`config.mk`:
```
export PLATFORM = sky130hd
export DESIGN_NAME = cms_trace_packetizer_flat
export DESIGN_NICKNAME = d
export VERILOG_FILES = /design/src/rtl/cms_trace_packetizer_pkg.sv /design/src/rtl/cms_trace_packetizer_if.sv /design/src/rtl/cms_trace_packetizer_sync_fifo.sv /design/src/rtl/cms_trace_packetizer.sv /design/src/flat_wrapper.sv
export SDC_FILE = /design/constraint.sdc
export NUM_CORES = 2
export LEC_CHECK = 0
export CAP_MARGIN = 20
export CORE_UTILIZATION = 40
export CTS_CLUSTER_DIAMETER = 120
export DETAILED_ROUTE_END_ITERATION = 8
export PLACE_DENSITY = 0.66
export SLEW_MARGIN = 10
export SYNTH_ARGS = -nofsm -noshare
export SYNTH_HDL_FRONTEND = slang
export SYNTH_SLANG_ARGS = --single-unit
```
`constraint.sdc`:
```
create_clock -name clk -period 19.4 [get_ports clk]
set_clock_uncertainty 0.15 [all_clocks]
set_input_delay 1.94 -clock clk [delete_from_list [all_inputs] [get_ports clk]]
set_output_delay 1.94 -clock clk [all_outputs]
set_load 0.03 [all_outputs]
```
`src/rtl/cms_trace_packetizer_pkg.sv`:
```
// Shared constants for the trace packetizer: opcodes, control map, filter bits, trigger states.
package cms_trace_packetizer_pkg;

  localparam logic [6:0]  OP_BRANCH = 7'b1100011;
  localparam logic [6:0]  OP_JAL    = 7'b1101111;
  localparam logic [6:0]  OP_JALR   = 7'b1100111;
  localparam logic [31:0] INSTR_WFI = 32'h10500073;

  localparam int unsigned CTRL_ENABLE     = 0;
  localparam int unsigned CTRL_MASK       = 1;
  localparam int unsigned CTRL_TRIG_START = 2;
  localparam int unsigned CTRL_TRIG_STOP  = 3;
  localparam int unsigned CTRL_TRIG_MODE  = 4;
  localparam int unsigned CTRL_INTERVAL   = 5;
  localparam int unsigned CTRL_DROP_CLR   = 6;
  localparam int unsigned CTRL_FLUSH      = 7;

  localparam int unsigned FLT_ANY    = 0;
  localparam int unsigned FLT_BRANCH = 1;
  localparam int unsigned FLT_JAL    = 2;
  localparam int unsigned FLT_JALR   = 3;

  typedef enum logic [1:0] {
    TRIG_IDLE,
    TRIG_ARMED,
    TRIG_CAPTURE
  } trig_state_e;

  // WFI is excluded regardless of the mask.
  function automatic logic instr_match(input logic [3:0] mask, input logic [31:0] ins);
    logic hit;
    hit = mask[FLT_ANY]
        | (mask[FLT_BRANCH] & (ins[6:0] == OP_BRANCH))
        | (mask[FLT_JAL]    & (ins[6:0] == OP_JAL))
        | (mask[FLT_JALR]   & (ins[6:0] == OP_JALR));
    return hit & (ins != INSTR_WFI);
  endfunction

endpackage

```
`src/rtl/cms_trace_packetizer_if.sv`:
```
// AXI-Stream style handshake bundle carrying the {pc, instr} trace beats.
interface cms_trace_packetizer_if #(
  parameter int unsigned DATA_W = 96
);
  logic              tvalid;
  logic              tready;
  logic [DATA_W-1:0] tdata;
  logic              tlast;

  modport master (output tvalid, output tdata, output tlast, input tready);
  modport slave  (input tvalid, input tdata, input tlast, output tready);
endinterface

```
`src/rtl/cms_trace_packetizer_sync_fifo.sv`:
```
// Synchronous FIFO with occupancy count; a pop in the same cycle lets a push into a full FIFO.
module cms_trace_packetizer_sync_fifo #(
  parameter int unsigned WIDTH = 97,
  parameter int unsigned DEPTH = 16,
  localparam int unsigned AW = $clog2(DEPTH),
  localparam int unsigned LW = AW + 1
) (
  input  logic             clk,
  input  logic             rst,
  input  logic             push,
  input  logic [WIDTH-1:0] din,
  input  logic             pop,
  output logic [WIDTH-1:0] dout,
  output logic             full,
  output logic             empty,
  output logic [LW-1:0]    level
);

  logic [WIDTH-1:0] mem [DEPTH];
  logic [AW-1:0]    wr_ptr_q, wr_ptr_d;
  logic [AW-1:0]    rd_ptr_q, rd_ptr_d;
  logic [LW-1:0]    count_q, count_d;
  logic             do_push, do_pop;

  assign full  = (count_q == LW'(DEPTH));
  assign empty = (count_q == '0);
  assign level = count_q;
  assign dout  = mem[rd_ptr_q];

  always_comb begin
    do_pop   = pop & ~empty;
    do_push  = push & (~full | do_pop);
    wr_ptr_d = wr_ptr_q + AW'(do_push);
    rd_ptr_d = rd_ptr_q + AW'(do_pop);
    count_d  = count_q + LW'(do_push) - LW'(do_pop);
  end

  always_ff @(posedge clk) begin
    if (rst) begin
      wr_ptr_q <= '0;
      rd_ptr_q <= '0;
      count_q  <= '0;
    end else begin
      wr_ptr_q <= wr_ptr_d;
      rd_ptr_q <= rd_ptr_d;
      count_q  <= count_d;
    end
  end

  always_ff @(posedge clk) begin
    if (do_push) mem[wr_ptr_q] <= din;
  end

endmodule

```
`src/rtl/cms_trace_packetizer.sv`:
```
// Retired-instruction trace capture: class filter, pc trigger window, FIFO buffering and
// AXI-Stream drain with interval/flush tlast framing.
module cms_trace_packetizer
  import cms_trace_packetizer_pkg::*;
#(
  parameter int unsigned XLEN            = 64,
  parameter int unsigned AXI_DATA_WIDTH  = XLEN + 32,
  parameter int unsigned FIFO_DEPTH      = 16,
  parameter int unsigned ADDR_WIDTH      = 8,
  parameter int unsigned DATA_WIDTH      = 64,
  parameter int unsigned CTRL_WE_POSEDGE = 1,
  parameter int unsigned TLAST_DEFAULT   = 100,
  localparam int unsigned LW = $clog2(FIFO_DEPTH) + 1
) (
  input  logic                     clk,
  input  logic                     rst,
  input  logic [XLEN-1:0]          pc,
  input  logic [31:0]              instr,
  input  logic                     pc_valid,
  input  logic [ADDR_WIDTH-1:0]    ctrl_addr,
  input  logic [DATA_WIDTH-1:0]    ctrl_wdata,
  input  logic                     ctrl_write_enable,
  cms_trace_packetizer_if.master   M_AXIS,
  output logic                     capturing,
  output logic [LW-1:0]            fifo_level,
  output logic [31:0]              drop_count
);

  logic            enable_q, enable_d;
  logic [3:0]      mask_q, mask_d;
  logic [XLEN-1:0] trig_start_q, trig_start_d;
  logic [XLEN-1:0] trig_stop_q, trig_stop_d;
  logic [1:0]      trig_mode_q, trig_mode_d;
  logic [31:0]     interval_q, interval_d;
  logic            flush_pend_q, flush_pend_d;
  logic [31:0]     drop_q, drop_d;
  logic [31:0]     beat_cnt_q, beat_cnt_d;
  logic            we_prev_q;
  trig_state_e     state_q, state_d;

  logic                      ctrl_wr;
  logic                      hit_start, hit_stop;
  logic                      enq, pop, push_ok, drop_evt, tlast;
  logic                      fifo_full, fifo_empty;
  logic [AXI_DATA_WIDTH:0]   fifo_dout;

  assign ctrl_wr   = ctrl_write_enable & ((CTRL_WE_POSEDGE == 0) | ~we_prev_q);
  assign hit_start = pc_valid & (pc == trig_start_q);
  assign hit_stop  = pc_valid & trig_mode_q[1] & (pc == trig_stop_q);

  // Trigger FSM: state register
  always_ff @(posedge clk) begin
    if (rst) state_q <= TRIG_IDLE;
    else     state_q <= state_d;
  end

  // Trigger FSM: next state. IDLE behaves like ARMED once enabled so a start hit is never missed.
  always_comb begin
    state_d = state_q;
    if (!enable_q || !trig_mode_q[0]) begin
      state_d = TRIG_IDLE;
    end else begin
      unique case (state_q)
        TRIG_IDLE, TRIG_ARMED: state_d = (hit_start && !hit_stop) ? TRIG_CAPTURE : TRIG_ARMED;
        TRIG_CAPTURE:          state_d = hit_stop ? TRIG_ARMED : TRIG_CAPTURE;
        default:               state_d = TRIG_IDLE;
      endcase
    end
  end

  // Trigger FSM: outputs
  always_comb begin
    capturing = 1'b0;
    if (enable_q) begin
      if (!trig_mode_q[0]) capturing = 1'b1;
      else                 capturing = (state_q == TRIG_CAPTURE) | hit_start;
    end
  end

  assign enq      = pc_valid & capturing & instr_match(mask_q, instr);
  assign pop      = ~fifo_empty & M_AXIS.tready;
  assign push_ok  = enq & (~fifo_full | pop);
  assign drop_evt = enq & fifo_full & ~pop;
  assign tlast    = ~fifo_empty & (fifo_dout[AXI_DATA_WIDTH]
                                   | (interval_q <= 32'd1)
                                   | (beat_cnt_q >= interval_q - 32'd1));

  always_comb begin
    enable_d     = enable_q;
    mask_d       = mask_q;
    trig_start_d = trig_start_q;
    trig_stop_d  = trig_stop_q;
    trig_mode_d  = trig_mode_q;
    interval_d   = interval_q;
    flush_pend_d = flush_pend_q;
    drop_d       = drop_q;
    beat_cnt_d   = beat_cnt_q;

    if (push_ok) flush_pend_d = 1'b0;
    if (drop_evt && drop_q != '1) drop_d = drop_q + 32'd1;
    if (pop) beat_cnt_d = tlast ? '0 : beat_cnt_q + 32'd1;

    // A control write lands after the datapath updates so clear/flush take precedence.
    if (ctrl_wr) begin
      case (ctrl_addr)
        ADDR_WIDTH'(CTRL_ENABLE):     enable_d     = ctrl_wdata[0];
        ADDR_WIDTH'(CTRL_MASK):       mask_d       = ctrl_wdata[3:0];
        ADDR_WIDTH'(CTRL_TRIG_START): trig_start_d = XLEN'(ctrl_wdata);
        ADDR_WIDTH'(CTRL_TRIG_STOP):  trig_stop_d  = XLEN'(ctrl_wdata);
        ADDR_WIDTH'(CTRL_TRIG_MODE):  trig_mode_d  = ctrl_wdata[1:0];
        ADDR_WIDTH'(CTRL_INTERVAL):   interval_d   = ctrl_wdata[31:0];
        ADDR_WIDTH'(CTRL_DROP_CLR):   drop_d       = '0;
        ADDR_WIDTH'(CTRL_FLUSH):      flush_pend_d = 1'b1;
        default: ;
      endcase
    end
  end

  always_ff @(posedge clk) begin
    if (rst) begin
      enable_q     <= 1'b0;
      mask_q       <= 4'b0001;
      trig_start_q <= '0;
      trig_stop_q  <= '0;
      trig_mode_q  <= '0;
      interval_q   <= 32'(TLAST_DEFAULT);
      flush_pend_q <= 1'b0;
      drop_q       <= '0;
      beat_cnt_q   <= '0;
      we_prev_q    <= 1'b0;
    end else begin
      enable_q     <= enable_d;
      mask_q       <= mask_d;
      trig_start_q <= trig_start_d;
      trig_stop_q  <= trig_stop_d;
      trig_mode_q  <= trig_mode_d;
      interval_q   <= interval_d;
      flush_pend_q <= flush_pend_d;
      drop_q       <= drop_d;
      beat_cnt_q   <= beat_cnt_d;
      we_prev_q    <= ctrl_write_enable;
    end
  end

  cms_trace_packetizer_sync_fifo #(
    .WIDTH (AXI_DATA_WIDTH + 1),
    .DEPTH (FIFO_DEPTH)
  ) u_fifo (
    .clk   (clk),
    .rst   (rst),
    .push  (push_ok),
    .din   ({flush_pend_q, pc, instr}),
    .pop   (pop),
    .dout  (fifo_dout),
    .full  (fifo_full),
    .empty (fifo_empty),
    .level (fifo_level)
  );

  assign M_AXIS.tvalid = ~fifo_empty;
  assign M_AXIS.tdata  = fifo_empty ? '0 : fifo_dout[AXI_DATA_WIDTH-1:0];
  assign M_AXIS.tlast  = tlast;
  assign drop_count    = drop_q;

endmodule

```
`src/flat_wrapper.sv`:
```
// flat-port wrapper written by rule: the top's interface ports become plain ports
module cms_trace_packetizer_flat import cms_trace_packetizer_pkg::*;
#(
  parameter int unsigned XLEN            = 64,
  parameter int unsigned AXI_DATA_WIDTH  = XLEN + 32,
  parameter int unsigned FIFO_DEPTH      = 16,
  parameter int unsigned ADDR_WIDTH      = 8,
  parameter int unsigned DATA_WIDTH      = 64,
  parameter int unsigned CTRL_WE_POSEDGE = 1,
  parameter int unsigned TLAST_DEFAULT   = 100,
  localparam int unsigned LW = $clog2(FIFO_DEPTH) + 1
)
  (clk, rst, pc, instr, pc_valid, ctrl_addr, ctrl_wdata, ctrl_write_enable, capturing, fifo_level, drop_count, M_AXIS_tvalid, M_AXIS_tdata, M_AXIS_tlast, M_AXIS_tready);
  cms_trace_packetizer_if #(.DATA_W(96)) M_AXIS_i ();
  input  logic clk;
  input  logic rst;
  input  logic [XLEN-1:0] pc;
  input  logic [31:0] instr;
  input  logic pc_valid;
  input  logic [ADDR_WIDTH-1:0] ctrl_addr;
  input  logic [DATA_WIDTH-1:0] ctrl_wdata;
  input  logic ctrl_write_enable;
  output logic capturing;
  output logic [LW-1:0] fifo_level;
  output logic [31:0] drop_count;
  output wire logic [$bits(M_AXIS_i.tvalid)-1:0] M_AXIS_tvalid;
  output wire logic [$bits(M_AXIS_i.tdata)-1:0] M_AXIS_tdata;
  output wire logic [$bits(M_AXIS_i.tlast)-1:0] M_AXIS_tlast;
  input wire logic [$bits(M_AXIS_i.tready)-1:0] M_AXIS_tready;
  assign M_AXIS_tvalid = M_AXIS_i.tvalid;
  assign M_AXIS_tdata = M_AXIS_i.tdata;
  assign M_AXIS_tlast = M_AXIS_i.tlast;
  assign M_AXIS_i.tready = M_AXIS_tready;
  cms_trace_packetizer #(.XLEN(XLEN), .AXI_DATA_WIDTH(AXI_DATA_WIDTH), .FIFO_DEPTH(FIFO_DEPTH), .ADDR_WIDTH(ADDR_WIDTH), .DATA_WIDTH(DATA_WIDTH), .CTRL_WE_POSEDGE(CTRL_WE_POSEDGE), .TLAST_DEFAULT(TLAST_DEFAULT)) u_core (.clk(clk), .rst(rst), .pc(pc), .instr(instr), .pc_valid(pc_valid), .ctrl_addr(ctrl_addr), .ctrl_wdata(ctrl_wdata), .ctrl_write_enable(ctrl_write_enable), .M_AXIS(M_AXIS_i), .capturing(capturing), .fifo_level(fifo_level), .drop_count(drop_count));
endmodule
```
==> impl_metrics.yaml <==
synthesis:
  synth_fp_nets: 4084
  avgSynthCellArea_um2: 18.5
  synth-main-ff-cell: "edfxtp_1"
  ys_seq_elements: 1800
  yosysWarnings: 0
  yosys-top-cells-area: "edfxtp_1 65%, mux4_2 15%, dfxtp_1 7.0%"
  syn_inst: 3864
  yosysUniqueCellTypes: 66
  yosysTopAreaCellShare_pct: 65.3
  yosysTopAreaCell: "edfxtp_1"
  synth-edff-count: 1552
  synth.most_common_cell: "edfxtp_1"
  synthesis.area_um2: 71300
  asyncSetResetFlopFracSynth_pct: 0
  seq_area_frac_synth_pct: 72.3
  synth_common_cells: "1552 x edfxtp_1, 485 x mux4_2, 376 x nand2_1"
worst_setup_path:
  crit_fanout: 18
  start_kind: "input pin"
  cp-end-kind: "output port"
  worst_path_most_repeated_cell: "clkdlybuf4s50_1"
  r2r_cells: 11
  crit_type: "input pin to output port"
  slowest_delay_ns: 0.96
  cp.required_ns: 17.31
  arrival_ns: 6.95
  crit_chain: "clkdlybuf4s50_1 > xor2_1 > nor4_2 > buf_4 > nand3_1 > nor4_1 > nand2_1 > a21boi_0 > clkdlybuf4s50_1"
  slowest_stage: "clkdlybuf4s50_1"
sta:
  max_freq_mhz: 111
  slew_headroom_pct: 21.9
  whs_ns: 0.311
  tns_ns: 0
  fin_crit_ns: 9.04
  hold_viol: 0
  setup_viol: 0
  rsz0062_at_grt: "no"
  worst_pin_slew_ns: 1.17
  fin_crit_sh_pct: 46.6
  drv_slew: 0
floorplan:
  rows: 154
  die_h_um: 424
  core_area_um2: 177000
  io_pins: 309
  die_area_um2: 180000
  dieWidth_um: 424
  start_util_pct: 40.4
detailed_routing:
  vias_per_cell: 5.62
  wl_per_cell_um: 27.7
  dr.pass1.iters: 7
  postRouteAntennaNets: 0
  dr_total_vias: 37900
  drtIter0Drc: 3787
  drc: 0
  wirelength_um: 187000
grt:
  grt_pass1_wl_um: 268000
  grt_max_degree: 161
  antenna_found_initial: 28
  grt_pass1_vias: 37900
  grt-ovfl-total: 0
  grt_use_total_pct: 20.7
hold_path:
  min_path_type: "flip-flop to flip-flop"
  whs_path_depth: 2
cells_and_area:
  multiInputGateArea_um2: 18900
  drive_above_1_share_pct: 19.8
  ff_latch_area_um2: 51600
  syn_to_final_growth_pct: 16.8
  finalNetCount: 4458
  n_fill_cell: 14600
clock_tree:
  htree_levels: 4
  ctsResizeCount: 0
  hold_buffers: 0
  cts_root_buf: "clkbuf_16"
  post_cts_buffers: 0
  cts_tree: "yes"
  numCtsBuffers: 182
  clock_path_buffers: 3
  path_clk_slew_ns: 0.06
  worstSkewPairLatency_ns: 0.83
  clock_sinks: 1800
pwr:
  p_total_mw: 9.65
  p_leak_nw: 25.7
  powerDensity_nw_per_um2: 116
  irDropWorstVdd_v: 0.0000892
placement:
  hpwlAfterDp_um: 106000
  gp_congestion: 0.931
  port_buffers: 308
run_status:
  status: "complete, no violations"
job:
  drv_cap: 0
final cells by class:
cell class              count  share of cell area [%]
flip-flops and latches   1800                    61.9
multi-input cells        1815                    22.7
clock buffers             236                    5.77
repair buffers            391                    4.68
well taps                2340                    3.51
clock inverters           104                    1.25
inverters                  48                   0.216
diodes                      6                  0.0180
stage by stage:
stage	util (%)	std cells	area, um^2	setup WS [ns]
2_1_floorplan	-	3864	71300	5.01
3_3_place_gp	43.8	6390	77400	10.19
3_5_place_dp	43.8	6390	77400	10.56
4_1_cts	47.1	6730	83300	10.54
5_1_grt	47.2	6736	83400	10.51
6_report	47.2	6740	83400	10.36
report_power, final:
part | switching (mW) | leakage (nW) | internal [mW]
clock | 1.50 | 2.85 | 1.93
sequential | 0.0405 | 15.9 | 4.21
combinational | 1.05 | 6.89 | 0.935
total | 2.59 | 25.7 | 7.07
path summary, 6_finish.rpt:
check / startpoint / end / slack [ns]
setup reg to reg: u_core.trig_start_q[63]$_SDFFE_PP0P_ / u_core.u_fifo.mem[14][9]$_DFFE_PP_ / 13.20
hold reg to reg: u_core.trig_stop_q[34]$_SDFFE_PP0P_ / u_core.trig_stop_q[34]$_SDFFE_PP0P_ / 0.31
setup / recovery: pc[63] / capturing / 10.36
hold / removal: u_core.trig_stop_q[34]$_SDFFE_PP0P_ / u_core.trig_stop_q[34]$_SDFFE_PP0P_ / 0.31
registers in the layout (all words and copies together), names as in the netlist:
| name | flops |
|---|---|
| u_core.u_fifo.mem | 1552 |
| u_core.trig_start_q | 64 |
| u_core.trig_stop_q | 64 |
| u_core.beat_cnt_q | 32 |
| u_core.drop_count | 32 |
| u_core.interval_q | 32 |
| u_core.u_fifo.level | 5 |
| u_core.mask_q | 4 |
| u_core.u_fifo.rd_ptr_q | 4 |
| u_core.u_fifo.wr_ptr_q | 4 |
| u_core.state_q | 2 |
| u_core.trig_mode_q | 2 |
| u_core.enable_q | 1 |
| u_core.flush_pend_q | 1 |
| u_core.we_prev_q | 1 |
layout by cell type (no fill, tap or decap), types with 7 or more instances in the layout:
| cell | n |
|---|---|
| a21o_1 | 14 |
| a21oi_1 | 184 |
| and2_1 | 99 |
| and3_1 | 10 |
| buf_12 | 12 |
| buf_4 | 68 |
| bufinv_16 | 12 |
| clkbuf_1 | 48 |
| clkbuf_16 | 182 |
| clkdlybuf4s50_1 | 307 |
| clkinv_1 | 37 |
| clkinv_2 | 31 |
| dfxtp_1 | 244 |
| edfxtp_1 | 1552 |
| ha_1 | 46 |
| inv_1 | 48 |
| mux2i_1 | 10 |
| mux4_2 | 485 |
| nand2_1 | 376 |
| nand3_1 | 42 |
| nand4_1 | 31 |
| nor2_1 | 60 |
| nor2b_1 | 14 |
| nor3_1 | 54 |
| nor3_2 | 7 |
| nor4_1 | 34 |
| nor4_2 | 7 |
| o211ai_1 | 14 |
| o21ai_0 | 21 |
| o22ai_1 | 8 |
| o2bb2ai_1 | 9 |
| or2_2 | 7 |
| or3_1 | 26 |
| or4_1 | 19 |
| xnor2_1 | 45 |
| xor2_1 | 117 |
worst max-delay path: cells and delay by family:
family	cells	cell delay, ns
AO/OA/AOI/OAI	1	0.90
AND/OR/NAND/NOR	4	1.90
buffers and inverters	3	2.03
XOR/XNOR	1	0.16
metal layers:
layer	track usage, %	up-vias	wire length [um]
met1	28.3	19900	76700
met5	0	-	100
li1	-	16200	-
met3	3.49	296	13000
met4	6.59	16	5630
met2	33.7	1494	91300
cells by family after synthesis:
| logic type | count (synthesis) | share of synthesized area (%) |
|---|---|---|
| AND/OR/NAND/NOR | 825 | 5.65 |
| AO/OA/AOI/OAI | 285 | 2.36 |
| buffers and inverters | 249 | 1.42 |
| flip-flops | 1800 | 72.3 |
| XOR/XNOR | 162 | 1.99 |
| multiplexers | 496 | 15.5 |
| adder cells (fa/ha/maj) | 47 | 0.835 |
Note: power is estimated with default switching activity, not from simulation.
